==> config.mk <==
export PLATFORM = sky130hd
export DESIGN_NAME = rca_share_sequencer
export DESIGN_NICKNAME = d
export VERILOG_FILES = /design/src/rtl/rca_share_sequencer.sv
export SDC_FILE = /design/constraint.sdc
export NUM_CORES = 1
export LEC_CHECK = 0
export CORE_UTILIZATION = 30
export CTS_CLUSTER_SIZE = 25
export DETAILED_ROUTE_END_ITERATION = 8
export DONT_BUFFER_PORTS = 1
export GPL_ROUTABILITY_DRIVEN = 0
export GPL_TIMING_DRIVEN = 0
export SKIP_CTS_REPAIR_TIMING = 1
export SLEW_MARGIN = 20
export SYNTH_ARGS = -nofsm -noshare
export SYNTH_HDL_FRONTEND = slang
export SYNTH_SLANG_ARGS = --single-unit
==> constraint.sdc <==
create_clock -name clk -period 13.9 [get_ports clk]
set_clock_uncertainty 0.05 [all_clocks]
set_input_delay 4.17 -clock clk [delete_from_list [all_inputs] [get_ports clk]]
set_output_delay 4.17 -clock clk [all_outputs]
set_load 0.02 [all_outputs]
==> src/rtl/rca_share_sequencer.sv <==
// rtl/rca_share_sequencer.sv - round-robin sharing of one 16-bit ripple-carry slice between two requesters
//
// Purpose:
//    Two requesters issue WORDS x 16-bit additions. An accepted request is
//    fed through a single 16-bit ripple-carry slice one word per cycle, LSW
//    first. The carry between words passes only through carry_q.
//
// Optional build macro:
//    SUB_EN - a latched sub=1 inverts B word-by-word and forces the initial
//             carry to 1, giving A-B. When SUB_EN is undefined, reqN_sub is
//             ignored and every operation is A+B+cin.
//
// Ports:
//    clk, rst                       clock (rising edge), synchronous active-high reset
//    req0_valid/ready/a/b/cin/sub   requester 0 handshake and operands
//    req1_valid/ready/a/b/cin/sub   requester 1 handshake and operands
//    resp_valid/ready               response handshake
//    resp_sum, resp_cout, resp_id   result, carry out of top word, issuing requester
//    busy                           high while an operation is in RUN or DONE

module rca16_slice (
   input  logic [15:0] a,
   input  logic [15:0] b,
   input  logic        cin,
   output logic [15:0] sum,
   output logic        cout
);

   logic c;

   always_comb begin
      c   = cin;
      sum = '0;
      for (int i = 0; i < 16; i++) begin
         sum[i] = a[i] ^ b[i] ^ c;
         c      = (a[i] & b[i]) | (c & (a[i] ^ b[i]));
      end
      cout = c;
   end

endmodule

module rca_share_sequencer #(
   parameter  int WORDS = 4,
   localparam int W     = 16 * WORDS
) (
   input  logic         clk,
   input  logic         rst,
   input  logic         req0_valid,
   output logic         req0_ready,
   input  logic [W-1:0] req0_a,
   input  logic [W-1:0] req0_b,
   input  logic         req0_cin,
   input  logic         req0_sub,
   input  logic         req1_valid,
   output logic         req1_ready,
   input  logic [W-1:0] req1_a,
   input  logic [W-1:0] req1_b,
   input  logic         req1_cin,
   input  logic         req1_sub,
   output logic         resp_valid,
   input  logic         resp_ready,
   output logic [W-1:0] resp_sum,
   output logic         resp_cout,
   output logic         resp_id,
   output logic         busy
);

   // Keep the word index at least one bit wide so WORDS=1 still elaborates.
   localparam int              IDXW     = (WORDS > 1) ? $clog2(WORDS) : 1;
   localparam logic [IDXW-1:0] LAST_IDX = IDXW'(WORDS - 1);

   typedef enum logic [1:0] {
      S_IDLE,
      S_RUN,
      S_DONE
   } state_t;

   state_t          state;
   state_t          state_nxt;

   logic [IDXW-1:0] idx;
   logic            carry_q;
   logic            last_grant;
   logic [W-1:0]    a_q;
   logic [W-1:0]    b_q;

   logic            grant0;
   logic            grant1;
   logic            accept;
   logic            sel_cin;
   logic            start_carry;

   logic [15:0]     a_word;
   logic [15:0]     b_word;
   logic [15:0]     slice_sum;
   logic            slice_cout;

   // Round-robin: a lone valid wins; on a tie the side not granted last time wins.
   assign grant0 = req0_valid && (!req1_valid || last_grant);
   assign grant1 = req1_valid && (!req0_valid || !last_grant);
   assign accept = (state == S_IDLE) && (grant0 || grant1);

   // grant0 and grant1 are mutually exclusive, so grant1 alone selects the source.
   assign sel_cin = grant1 ? req1_cin : req0_cin;

`ifdef SUB_EN
   logic sub_q;
   logic sel_sub;

   assign sel_sub     = grant1 ? req1_sub : req0_sub;
   assign start_carry = sel_sub ? 1'b1 : sel_cin;
   assign b_word      = b_q[idx*16 +: 16] ^ {16{sub_q}};
`else
   logic unused_sub;

   assign unused_sub  = req0_sub ^ req1_sub;
   assign start_carry = sel_cin;
   assign b_word      = b_q[idx*16 +: 16];
`endif

   assign a_word = a_q[idx*16 +: 16];

   rca16_slice u_slice (
      .a    (a_word),
      .b    (b_word),
      .cin  (carry_q),
      .sum  (slice_sum),
      .cout (slice_cout)
   );

   // State register
   always_ff @(posedge clk) begin
      if (rst) begin
         state <= S_IDLE;
      end else begin
         state <= state_nxt;
      end
   end

   // Next-state logic
   always_comb begin
      state_nxt = state;
      case (state)
         S_IDLE: begin
            if (accept) begin
               state_nxt = S_RUN;
            end
         end
         S_RUN: begin
            if (idx == LAST_IDX) begin
               state_nxt = S_DONE;
            end
         end
         S_DONE: begin
            // Returning to IDLE here means no accept can coincide with the response handshake.
            if (resp_ready) begin
               state_nxt = S_IDLE;
            end
         end
         default: begin
            state_nxt = S_IDLE;
         end
      endcase
   end

   // Output logic
   always_comb begin
      req0_ready = 1'b0;
      req1_ready = 1'b0;
      resp_valid = 1'b0;
      busy       = 1'b0;
      case (state)
         S_IDLE: begin
            req0_ready = grant0;
            req1_ready = grant1;
         end
         S_RUN: begin
            busy = 1'b1;
         end
         S_DONE: begin
            busy       = 1'b1;
            resp_valid = 1'b1;
         end
         default: begin
            busy = 1'b0;
         end
      endcase
   end

   // Operand capture and word-serial datapath
   always_ff @(posedge clk) begin
      if (rst) begin
         idx        <= '0;
         carry_q    <= 1'b0;
         last_grant <= 1'b1;
         a_q        <= '0;
         b_q        <= '0;
         resp_sum   <= '0;
         resp_cout  <= 1'b0;
         resp_id    <= 1'b0;
`ifdef SUB_EN
         sub_q      <= 1'b0;
`endif
      end else begin
         case (state)
            S_IDLE: begin
               if (accept) begin
                  a_q        <= grant1 ? req1_a : req0_a;
                  b_q        <= grant1 ? req1_b : req0_b;
                  resp_id    <= grant1;
                  last_grant <= grant1;
                  idx        <= '0;
                  carry_q    <= start_carry;
`ifdef SUB_EN
                  sub_q      <= sel_sub;
`endif
               end
            end
            S_RUN: begin
               resp_sum[idx*16 +: 16] <= slice_sum;
               carry_q                <= slice_cout;
               if (idx == LAST_IDX) begin
                  resp_cout <= slice_cout;
               end else begin
                  idx <= idx + IDXW'(1);
               end
            end
            default: begin
               // DONE holds the response stable until it is taken.
            end
         endcase
      end
   end

endmodule

==> results of run 1 <==
-- cell usage after synthesis, drive strengths merged (16+ instances only) --
library cell and n:
mux2i 129, a32oi 32, buf 33, inv 53
a211oi 67, a21oi 97, o21ai 63, nand2 43
or3 28, nor2 103, clkbuf 58, mux4 32
fa 16, dfxtp 200
-- power by group through the flow --
stage / logic [mW] / clock network (mW) / registers (mW)
6_report: 0.936 / 0.509 / 0.861
3_5_place_dp: 0.939 / 0 / 0.871
4_1_cts: 0.941 / 0.514 / 0.859
2_1_floorplan: 0.643 / 0 / 0.811
3_3_place_gp: 0.923 / 0 / 0.867
5_1_grt: 1.04 / 0.540 / 0.874
-- area by class of cell --
cell class	count	area, um2
clock inverter	14	177.7
clock buffer	18	429.2
antenna	1	2.502
fill	3213	20770
inverter	53	198.9
buffer	91	409.1
tap	402	503.0
sequential	200	4004
multi-input combinational	649	4980
-- per-stage QoR --
step                      util, %  setup slack [ns]  cell area [um2]
after floorplan                 -             4.746             9592
after global placement      32.07             4.145            10090
after detailed placement    32.07             4.138            10090
after CTS                   34.00             4.135            10700
after global routing        34.00             4.107            10700
final                       34.01             4.161            10700
-- logic make-up after synthesis --
| kind of cell | count (synthesis) |
|---|---|
| AO/OA/AOI/OAI | 268 |
| AND/OR/NAND/NOR | 195 |
| flip-flops | 200 |
| multiplexers | 161 |
| adder cells (fa/ha/maj) | 25 |
| buffers and inverters | 144 |
-- state kept, by name, summed over array words and instances (netlist names) --
register    count
a_q            64
resp_id         1
last_grant      1
state           2
b_q            64
idx             2
resp_cout       1
resp_sum       64
carry_q         1
-- critical path: cells and delay by family --
kind	cells	cell delay, ns
buffers and inverters	3	0.79
AOI/OAI and AO/OA	1	0.45
and+or+nand+nor	1	0.09
-- layer usage --
layer,vias to the layer above,global-route usage (%),wire (um)
li1,3623,-,-
met1,3723,25.89,14290
met2,294,31.91,15460
met3,35,4.576,2171
met4,2,6.291,747
met5,-,0,12
-- cell usage in the layout, fill, tap and decap left out, drive strengths merged, types with 4 or more instances in the layout --
cell / instances
buf: 33
nor2: 103
nand3b: 4
fa: 16
o31ai: 4
mux4: 32
o21ai: 63
clkbuf: 76
inv: 60
nor2b: 5
a21oi: 97
dfxtp: 200
a211oi: 67
clkinv: 7
a32oi: 32
nand2: 43
ha: 9
or3: 28
mux2i: 129
-- final timing paths --
check | slack [ns] | start | end | cells past startpoint
min reg2reg | 0.42 | carry_q | carry_q | 2
min | 0.42 | carry_q | carry_q | 2
max | 4.16 | req1_valid | req1_ready | 5
max reg2reg | 5.19 | idx[1] | resp_sum[47] | 25
==> results, run 1 <==
- The type of the worst setup path is in -> out.
- The share of flip-flops with an asynchronous set or reset after synthesis is 0%.
- The wire length of the first global-routing pass is between 40 and 50 mm.
- The floorplan has 65 rows.
- The flop and latch count out of synthesis is 200.
- The area share of and/or/nand/nor cells after synthesis is 9.118%.
- The number of flops mapped to enable cells by yosys is 0.
- The worst voltage drop across the vdd grid is ~0.000077 V.
- The clock group share of total power is about 22%.
- The worst slew margin relative to its limit is 40.38%.
- The proportion of layout cells with a drive suffix above 1 is under 10%.
- The synthesized netlist net count is around 1300.
- The summed negative setup slack over all endpoints is 0 ns.
- Of all nets on the critical path, the largest fanout is 10.
- The number of distinct standard cells referenced by the synthesized netlist is 34.
- After Yosys synthesis, full adders, half adders and majority gates account for under 10% of the synthesized area.
- On the critical path, the stage with the largest delay is an instance of a21boi_2.
- The signal on the critical path passes through a21boi_2, buf_4, buf_4, nand2_1, inv_1.
- In this run switching power makes up around 43% of total power.
- The arrival time of the worst setup path is approximately 5.5 ns.
- The largest net degree at the start of global routing is 22.
- The max-capacitance violation count is 0.
- Measured against the total synthesized area, the mux share comes to 20.98%.
- The final antenna-violating net count is 0.
- Including well taps, the total number of placed cells is between 1000 and 1500.
- The initial utilization of the core area, before any placement, comes to 30.48%.
- The internal power consumption is approximately 1.3 mW.
- The clock buffer count from CTS is 17.
- In the global route stage, overall resource usage came out at 19.72%.
- The final critical delay including setup and external delays is between 9 and 10 ns.
- Counting every sink on the clock net gives 200.
- The count of buffers added on input and output ports is 0.
- In this design, the critical path's most frequently occurring cell is buf_4.
- The post-synthesis compound-gate area fraction is 17.31%.
- Leaving out filler cells and counting taps, the final layout contains about 1400.
- The buffer levels on the longest clock path is 2.
- The synthesis warning total is 0.
- Compared with the post-synthesis result, the final layout area differs by 11.60%.
- Summed over all instances, the cell type with the most area after synthesis is dfxtp_1.
- The first detailed-routing pass took 5 iterations.
- Clock latency on the worst-skew pair, taken at its later pin, is ~0.45 ns.
- Wires add up to 32.68 mm.
- The vias per cell is 5.376.
- The required time reported for the critical path endpoint is 9.68 ns.
- The net switching power is 0.9921 mW.
- The cell area power density is ~220 mW/mm2.
- The clock transition at the registers of the reported paths is approximately 0.070 ns.
- Ranked by total cell area, the synthesized netlist is headed by dfxtp_1 42%, mux2i_1 13%, mux4_2 7.5%, a211oi_1 5.2%, a21oi_1 5.1%.
- From left edge to right edge, the die measures between 150 and 200 um.
- The worst setup path is launched from an input pin.
- In the final routed layout, each cell accounts on average for between 20 and 25 um.
- The sequential group share of total power is roughly 37%.
- The number of global-route vias before repair is 7589.
- The number of remaining DRC errors is 0.
- The die height is 180.8 um.
- Derived from the worst setup path, the maximum achievable clock frequency is just over 100 MHz.
- In this run, the number of DRC markers left after iteration 0 of detailed routing was roughly 450.
- Detailed placement finished with a half-perimeter wire length of between 20 and 30 mm.
- TritonCTS built the clock tree.
- The buffer cell driving the clock tree root is clkbuf_16.
- The run finished with clean final reports.
- The number of instances in the synthesized netlist is between 900 and 1000.
- Summing the areas of all xor and xnor instances in the mapped netlist gives 0% of the synthesized area.
- After synthesis, the largest area contributor takes up 41.74% of total cell area.
- The number of H-tree levels is 4.
- Pin placement for this block handled 335 I/O pins.
- Setup repair after global routing left no endpoint under its margin.
- The number of antenna violations at the first check in global routing is 1.
- The region available for standard cell placement spans 0.03147 mm2.
- Summing internal, switching and leakage power gives 2.306 mW.
- For this design the static power due to leakage is 3.879 nW.
- The average size of a mapped cell is roughly 9.7 um2.
- The largest stage delay on the critical path is around 0.45 ns.
- The dominant combinational cell family by area after synthesis is multiplexers.
- The final hold slack is roughly 0.42 ns.
- In this run the worst hold path is classified as reg -> reg.
- The transition at the pin with the smallest max-transition slack is 0.8924 ns.
- For this run, the post-layout net count is between 1000 and 1500.
- The most used flip-flop cell after synthesis is dfxtp_1.
- The sequential area share after synthesis is between 40% and 50%.
- In this run, the combinational gates consume around two fifths of the power.
- The die covers around 0.033 mm2.
- The sum of overflow across all layers after global routing is 0.
- The count of pins over their slew limit was 0.
- Dividing the final minimum period by the clock period gives 70.07%.
- The final count of hold timing violations is 0.
- Setup violations remaining at the end of the flow were counted as 0.
- The cell area after synthesis is approximately 0.0096 mm2.
- The overall via count from detail_route is between 7000 and 8000.
- STA classifies the critical path endpoint as a primary output.
Note: power is estimated with default switching activity, not from simulation.
==> run 2, diff against run 1 <==
Clock period 13.9 ns to 8.3 ns, I/O delays scaled along.
==> run 2 against run 1 <==
Cell area rose by 0.29%; sequential share of layout area decreased by 0.11 points; hold slack is essentially flat; clock power is 67% higher; worst setup slack got worse by 3.9 ns; register-to-register slack lost 4.9 ns.
==> results, run 2 (synthesis results as in run 1) <==
- The HPWL after detailed placement is between 20 and 30 mm.
- The number of antenna violations at the first check in global routing is 1.
- After detailed routing, the number of remaining DRC violations is 0.
- The DRC violation total after the first TritonRoute iteration is 446.
- The count of pins over their slew limit was 0.
- The buffer cell driving the clock tree root is clkbuf_16.
- The routed design could run at a clock period as short as 8.005 ns.
- The number of H-tree levels is 4.
- The largest net degree at the start of global routing is 22.
- The area growth from synthesis to layout is 11.92%.
- The total routing resource utilization after global routing is around a fifth.
- Total power for the finished layout comes to slightly below 4 mW.
- For this design the top-level I/O count stands at approximately 340.
- The overall via count from detail_route is 7651.
- In the final layout, the registers with the most flip-flops are a_q (64), b_q (64), resp_sum (64).
- The mean routed wirelength per cell is ~23 um.
- The maximum operating frequency is ~120 MHz.
- The die covers 0.03269 mm2.
- At the worst endpoint, the required time is about 8.6 ns.
- The worst slew margin relative to its limit is slightly above 40%.
- The detailed-route wire length is roughly 33 mm.
- The count of buffers added on input and output ports is 0.
- The max-capacitance violation count is 0.
- The wire length of the first global-routing pass is between 40 and 50 mm.
- The clock transition at the registers of the reported paths is approximately 0.07 ns.
- The top cell types in the final layout, fill and taps aside, are 200 x dfxtp_1, 129 x mux2i_1, 103 x nor2_1.
- The sum of overflow across all layers after global routing is 0.
- The worst setup slack for register-to-register paths is 0.30 ns.
- Of the cells placed in the final design, the portion with a size suffix greater than 1 is under 10%.
- The critical path in this run is classified as reg -> reg.
- The buffer levels on the longest clock path is 2.
- The first detailed-routing pass ran for 4 iterations.
- For this design the static power due to leakage is between 3 and 4 nW.
- The clock tree from TritonCTS is yes.
- The tightest min-delay check is of the reg -> reg type.
- The die height is between 150 and 200 um.
- The highest fanout seen on the critical path is 10.
- The final count of hold timing violations is 0.
- For this run, the share of the core covered by cells in the final layout is roughly a third.
- Using the TritonRoute via totals, the vias-per-cell ratio works out to ~5.4.
- The number of cells on the worst hold path is 2.
- The most frequent standard cell in the layout excluding fill and tap cells is dfxtp_1.
- The finished cells cover 0.01074 mm2.
- The width of the chip is ~180 um.
- The run finished with clean final reports.
- The clock sink count is 200.
- The worst voltage drop across the vdd grid is approximately 0.00013 V.
- The clock insertion delay at the later pin of the skew report is between 0.4 and 0.5 ns.
- The clock buffer count from CTS is 17.
- At the pin with the least slew margin, the transition time is between 0.8 and 0.9 ns.
- The final antenna-violating net count is 0.
- The effective utilization at floorplan is between 30% and 40%.
- The standard cell area after detailed placement is 0.01009 mm2.
- Setup violations remaining at the end of the flow were counted as 0.
- Across all hold checks on the routed design, the worst slack comes to about 0.42 ns.
- The worst path uses 96.45% of the clock period.
- Counting cells, the worst reg-to-reg path comes to 25.
- Setup repair after global routing left no endpoint under its margin.
- The number of global-route vias before repair came to around 7600.
- The kind of end point of the critical path is a register.
- The number of nets in the final layout is approximately 1300.
- The placeable core region is between 0.03 and 0.04 mm2.
- The arrival time of the worst setup path is ~8.3 ns.
- The floorplan row count is between 60 and 70.
- The cell area power density is roughly 360 mW/mm2.
- STA classifies the critical path startpoint as a register.
[run 2: cell types whose count changed in the layout (fill, tap and decap cells not counted), sizes merged]
cell    change
clkbuf      -4
buf         +4
[run 2: critical path, stage by stage (launching register included)]
cell	delay (ns)
dfxtp_1	0.42
buf_2	0.26
buf_6	0.20
mux4_2	0.19
inv_1	0.06
fa_1	0.40
fa_1	0.39
fa_1	0.39
fa_1	0.42
fa_1	0.42
fa_1	0.41
fa_1	0.39
fa_1	0.42
fa_1	0.40
fa_1	0.40
fa_1	0.40
fa_1	0.40
fa_1	0.37
inv_1	0.07
fa_1	0.15
inv_1	0.05
fa_1	0.35
inv_1	0.08
fa_2	0.50
a32oi_1	0.22
nor2_1	0.06
[run 2: per-layer routing]
layer / part of all wire [%] / GRT usage (%)
met1: 44 / 25.89
met2: 47 / 31.91
met3: 6.6 / 4.576
met4: 2.3 / 6.291
met5: 0.037 / 0
[run 2: report_power, final]
group / total (mW) / internal (mW) / leakage, nW / switching (mW)
combinational: 1.57 / 0.578 / 1.96 / 0.994
clock: 0.851 / 0.411 / 0.292 / 0.440
sequential: 1.44 / 1.22 / 1.65 / 0.223
total: 3.86 / 2.21 / 3.90 / 1.66
[run 2: per-stage QoR]
step / TNS [ns] / instances / worst slack (ns)
after detailed placement: -1.963 / 1395 / -0.3553
after floorplan: 0 / 993 / 0.6515
after global placement: -1.605 / 1395 / -0.3037
after CTS: -2.023 / 1427 / -0.3581
after global routing: 0 / 1427 / 0.006865
final: 0 / 1428 / 0.2950
[run 2: final cells by class]
| class | count | area (um2) |
|---|---|---|
| antenna | 1 | 2.502 |
| tap | 402 | 503.0 |
| clock inverter | 14 | 177.7 |
| multi-input combinational | 649 | 4982 |
| fill | 3211 | 20740 |
| clock buffer | 18 | 429.2 |
| buffer | 91 | 437.9 |
| inverter | 53 | 198.9 |
| sequential | 200 | 4004 |
[run 2: path summary, 6_finish.rpt]
kind                start           end
setup / recovery   idx[1]  resp_sum[47]
setup reg to reg   idx[1]  resp_sum[47]
hold reg to reg   carry_q       carry_q
hold / removal    carry_q       carry_q
==> run 3, diff against run 2 <==
Settings changed: CTS_CLUSTER_DIAMETER set to 150.
Clock period 8.3 ns to 6.6 ns, I/O delays scaled along.
==> run 3 against run 2 <==
The flow now finishes with violations (setup timing); hold slack improved by 0.020 ns; register-to-register slack got worse by 0.84 ns; first-iteration DRC count increased by 11%; critical path depth decreased by 1; routed wire length increased by 0.90%; clock-buffer cell count unchanged; core utilization increased by 0.67 points; largest cell class unchanged; critical path type unchanged; sequential power increased by 26%; die area unchanged; clock power increased by 28%.
==> results, run 3 (synthesis results as in run 1) <==
- The run finished, with violations left.
- The checks that failed: setup timing.
- The detailed-route wire length is 32.88 mm.
- The final worst slack is -0.5450 ns.
- Global routing used about a fifth of the available tracks across all layers.
- The wire length of the first global-routing pass is approximately 48 mm.
- The required time reported for the critical path endpoint is around 6.9 ns.
- After clock tree synthesis, the clock-pin slew on the worst setup and hold paths is 0.08 ns.
- Setup total negative slack on the finished layout was measured at -3.681 ns.
- Summed over all cells, the static leakage comes to roughly 4 nW.
- The worst voltage drop across the vdd grid is roughly 0.00018 V.
- The most frequent standard cell in the layout excluding fill and tap cells is dfxtp_1.
- The number of cells on the worst hold path is 2.
- The buffer levels on the longest clock path is 2.
- In this design, the stage delay of the slowest critical-path cell is between 0.5 and 0.6 ns.
- Entering global routing, the biggest net connects 21 pins.
- Measured along the x axis, the die boundary spans approximately 180 um.
- The worst slew margin relative to its limit is roughly 29%.
- The highest fanout seen on the critical path is 7.
- The number of filler cells placed in the layout is between 3000 and 4000.
- The number of global-route vias before repair is 7631.
- The sum of overflow across all layers after global routing is 0.
- For this run, the detailed router's first-pass iteration total came to 5.
- The type of element launching the critical path is a register.
- The buffer cell driving the clock tree root is clkbuf_16.
- The slowest stage of the critical path is the fa_2 cell.
- The mean routed wirelength per cell is 22.80 um.
- The area used by sequential logic in the layout is roughly 0.0040 mm2.
- Cells fill between 30% and 40% of the core in the end.
- The smallest clock period supported by the final layout is computed as about 7 ns.
- Summing all multi-input logic gate instances after layout gives 0.005042 mm2.
- The setup-violating endpoint count in the final report is 10.
- The number of antenna violations at the first check in global routing is 2.
- The critical path is of the reg -> reg type.
- The clock buffer count from CTS is 17.
- Walking the worst path, the cells encountered are buf_12, mux4_2, inv_2, fa_2, fa_2, fa_2, fa_2, fa_2, fa_2, fa_2, fa_2, fa_2, fa_2, fa_2, fa_2, fa_2, inv_2, fa_2, inv_2, fa_2, inv_2, fa_2, a32oi_1, nor2_1.
- In the final layout, the registers with the most flip-flops are a_q (64), b_q (64), resp_sum (64).
- In this design, the critical path's most frequently occurring cell is fa_2.
- The H-tree was split into 4 levels.
- Counting cells, the worst reg-to-reg path comes to 24.
- The HPWL after detailed placement is around 26 mm.
- The cell family contributing the most delay on the critical path is adder cells.
- Once the floorplan was initialized, standard cells occupied between 30% and 40% of the core.
- The number of buffers added on ports is 0.
- The region available for standard cell placement spans around 0.031 mm2.
- In this run, the number of DRC markers left after iteration 0 of detailed routing was between 400 and 500.
- In the layout the commonest cells are 198 x dfxtp_1, 129 x mux2i_1, 103 x nor2_1.
- The top-level I/O count is about 340.
- The count of pins over their slew limit was 0.
- The final period utilization is 108.3%.
- The max-capacitance violation count is 0.
- The arrival time of the worst setup path is ~7.4 ns.
- The cell count after placement is approximately 1400.
- In the final layout, the share of cells above drive strength 1 is 13.28%.
- Detailed routing inserted a total of 7752 vias.
- STA classifies the critical path endpoint as a register.
- Dividing the detail-routed via count by the number of cells gives about 5.4.
- The area growth from synthesis to layout is 14.11%.
- TritonCTS built the clock tree.
- Counting both buffers and inverters, the worst setup path holds a total of 5.
- The final count of hold timing violations is 0.
- Setup repair after global routing could not meet its margin everywhere.
- The maximum operating frequency is between 100 and 150 MHz.
- The number of nets in the final layout is roughly 1300.
- The clock net in this run drives a total of 200 sinks.
- After detailed routing, the number of remaining DRC violations is 0.
- The floorplan row count is 65.
- The number of gates on the worst path with buffers counted is 24.
- The final antenna-violating net count is 0.
- Clock latency on the worst-skew pair, taken at its later pin, is 0.45 ns.
- The path class of the lowest-slack min-delay path is reg -> reg.
- The die height is roughly 180 um.
- The cell area power density is ~450 mW/mm2.
- The overall die area is approximately 0.033 mm2.
- The tightest hold path in the finished design has a slack of 0.4419 ns.
- For the pin with the worst max-slew slack, the measured transition is approximately 1.1 ns.
- For this run, the number of standard cells in the final layout without fillers is 1442.
[run 3: tightest hold or removal path: stages, from the launching register on]
cell	delay, ns
dfxtp_1	0.32
nand2_1	0.06
o2bb2ai_1	0.07
[run 3: stage by stage]
step / setup slack [ns] / power [mW] / cell area, um2
after global routing: -0.7001 / 5.296 / 10940
after global placement: -1.077 / 3.840 / 10170
after CTS: -1.076 / 4.957 / 10780
after floorplan: -0.3331 / 3.109 / 9671
after detailed placement: -1.041 / 3.877 / 10170
final: -0.5450 / 4.971 / 10950
[run 3: final timing paths]
path / startpoint / end / slack (ns)
min: carry_q / carry_q / 0.44
max: idx[0] / resp_sum[63] / -0.55
min reg2reg: carry_q / carry_q / 0.44
max reg2reg: idx[0] / resp_sum[63] / -0.55
[run 3: layer usage]
| layer | GRT usage (%) | wire length, um |
|---|---|---|
| met1 | 25.77 | 14370 |
| met5 | 0 | 17 |
| met4 | 7.419 | 951 |
| met3 | 5.059 | 2276 |
| met2 | 31.32 | 15270 |
[run 3: cell type report]
| type | count | area share (%) |
|---|---|---|
| inverter | 53 | 1.818 |
| timing repair buffer | 15 | 1.029 |
| clock inverter | 14 | 1.646 |
| antenna | 1 | 0.02286 |
| buffer | 90 | 4.252 |
| tap | 402 | 4.595 |
| multi-input combinational | 649 | 46.07 |
| sequential | 200 | 36.65 |
| clock buffer | 18 | 3.921 |
[run 3: power by group]
group	leakage (nW)	total, mW	internal (mW)	switching [mW]
registers	1.65	1.82	1.53	0.284
logic	2.04	2.07	0.796	1.27
clock network	0.293	1.09	0.547	0.540
total	3.98	4.97	2.88	2.10
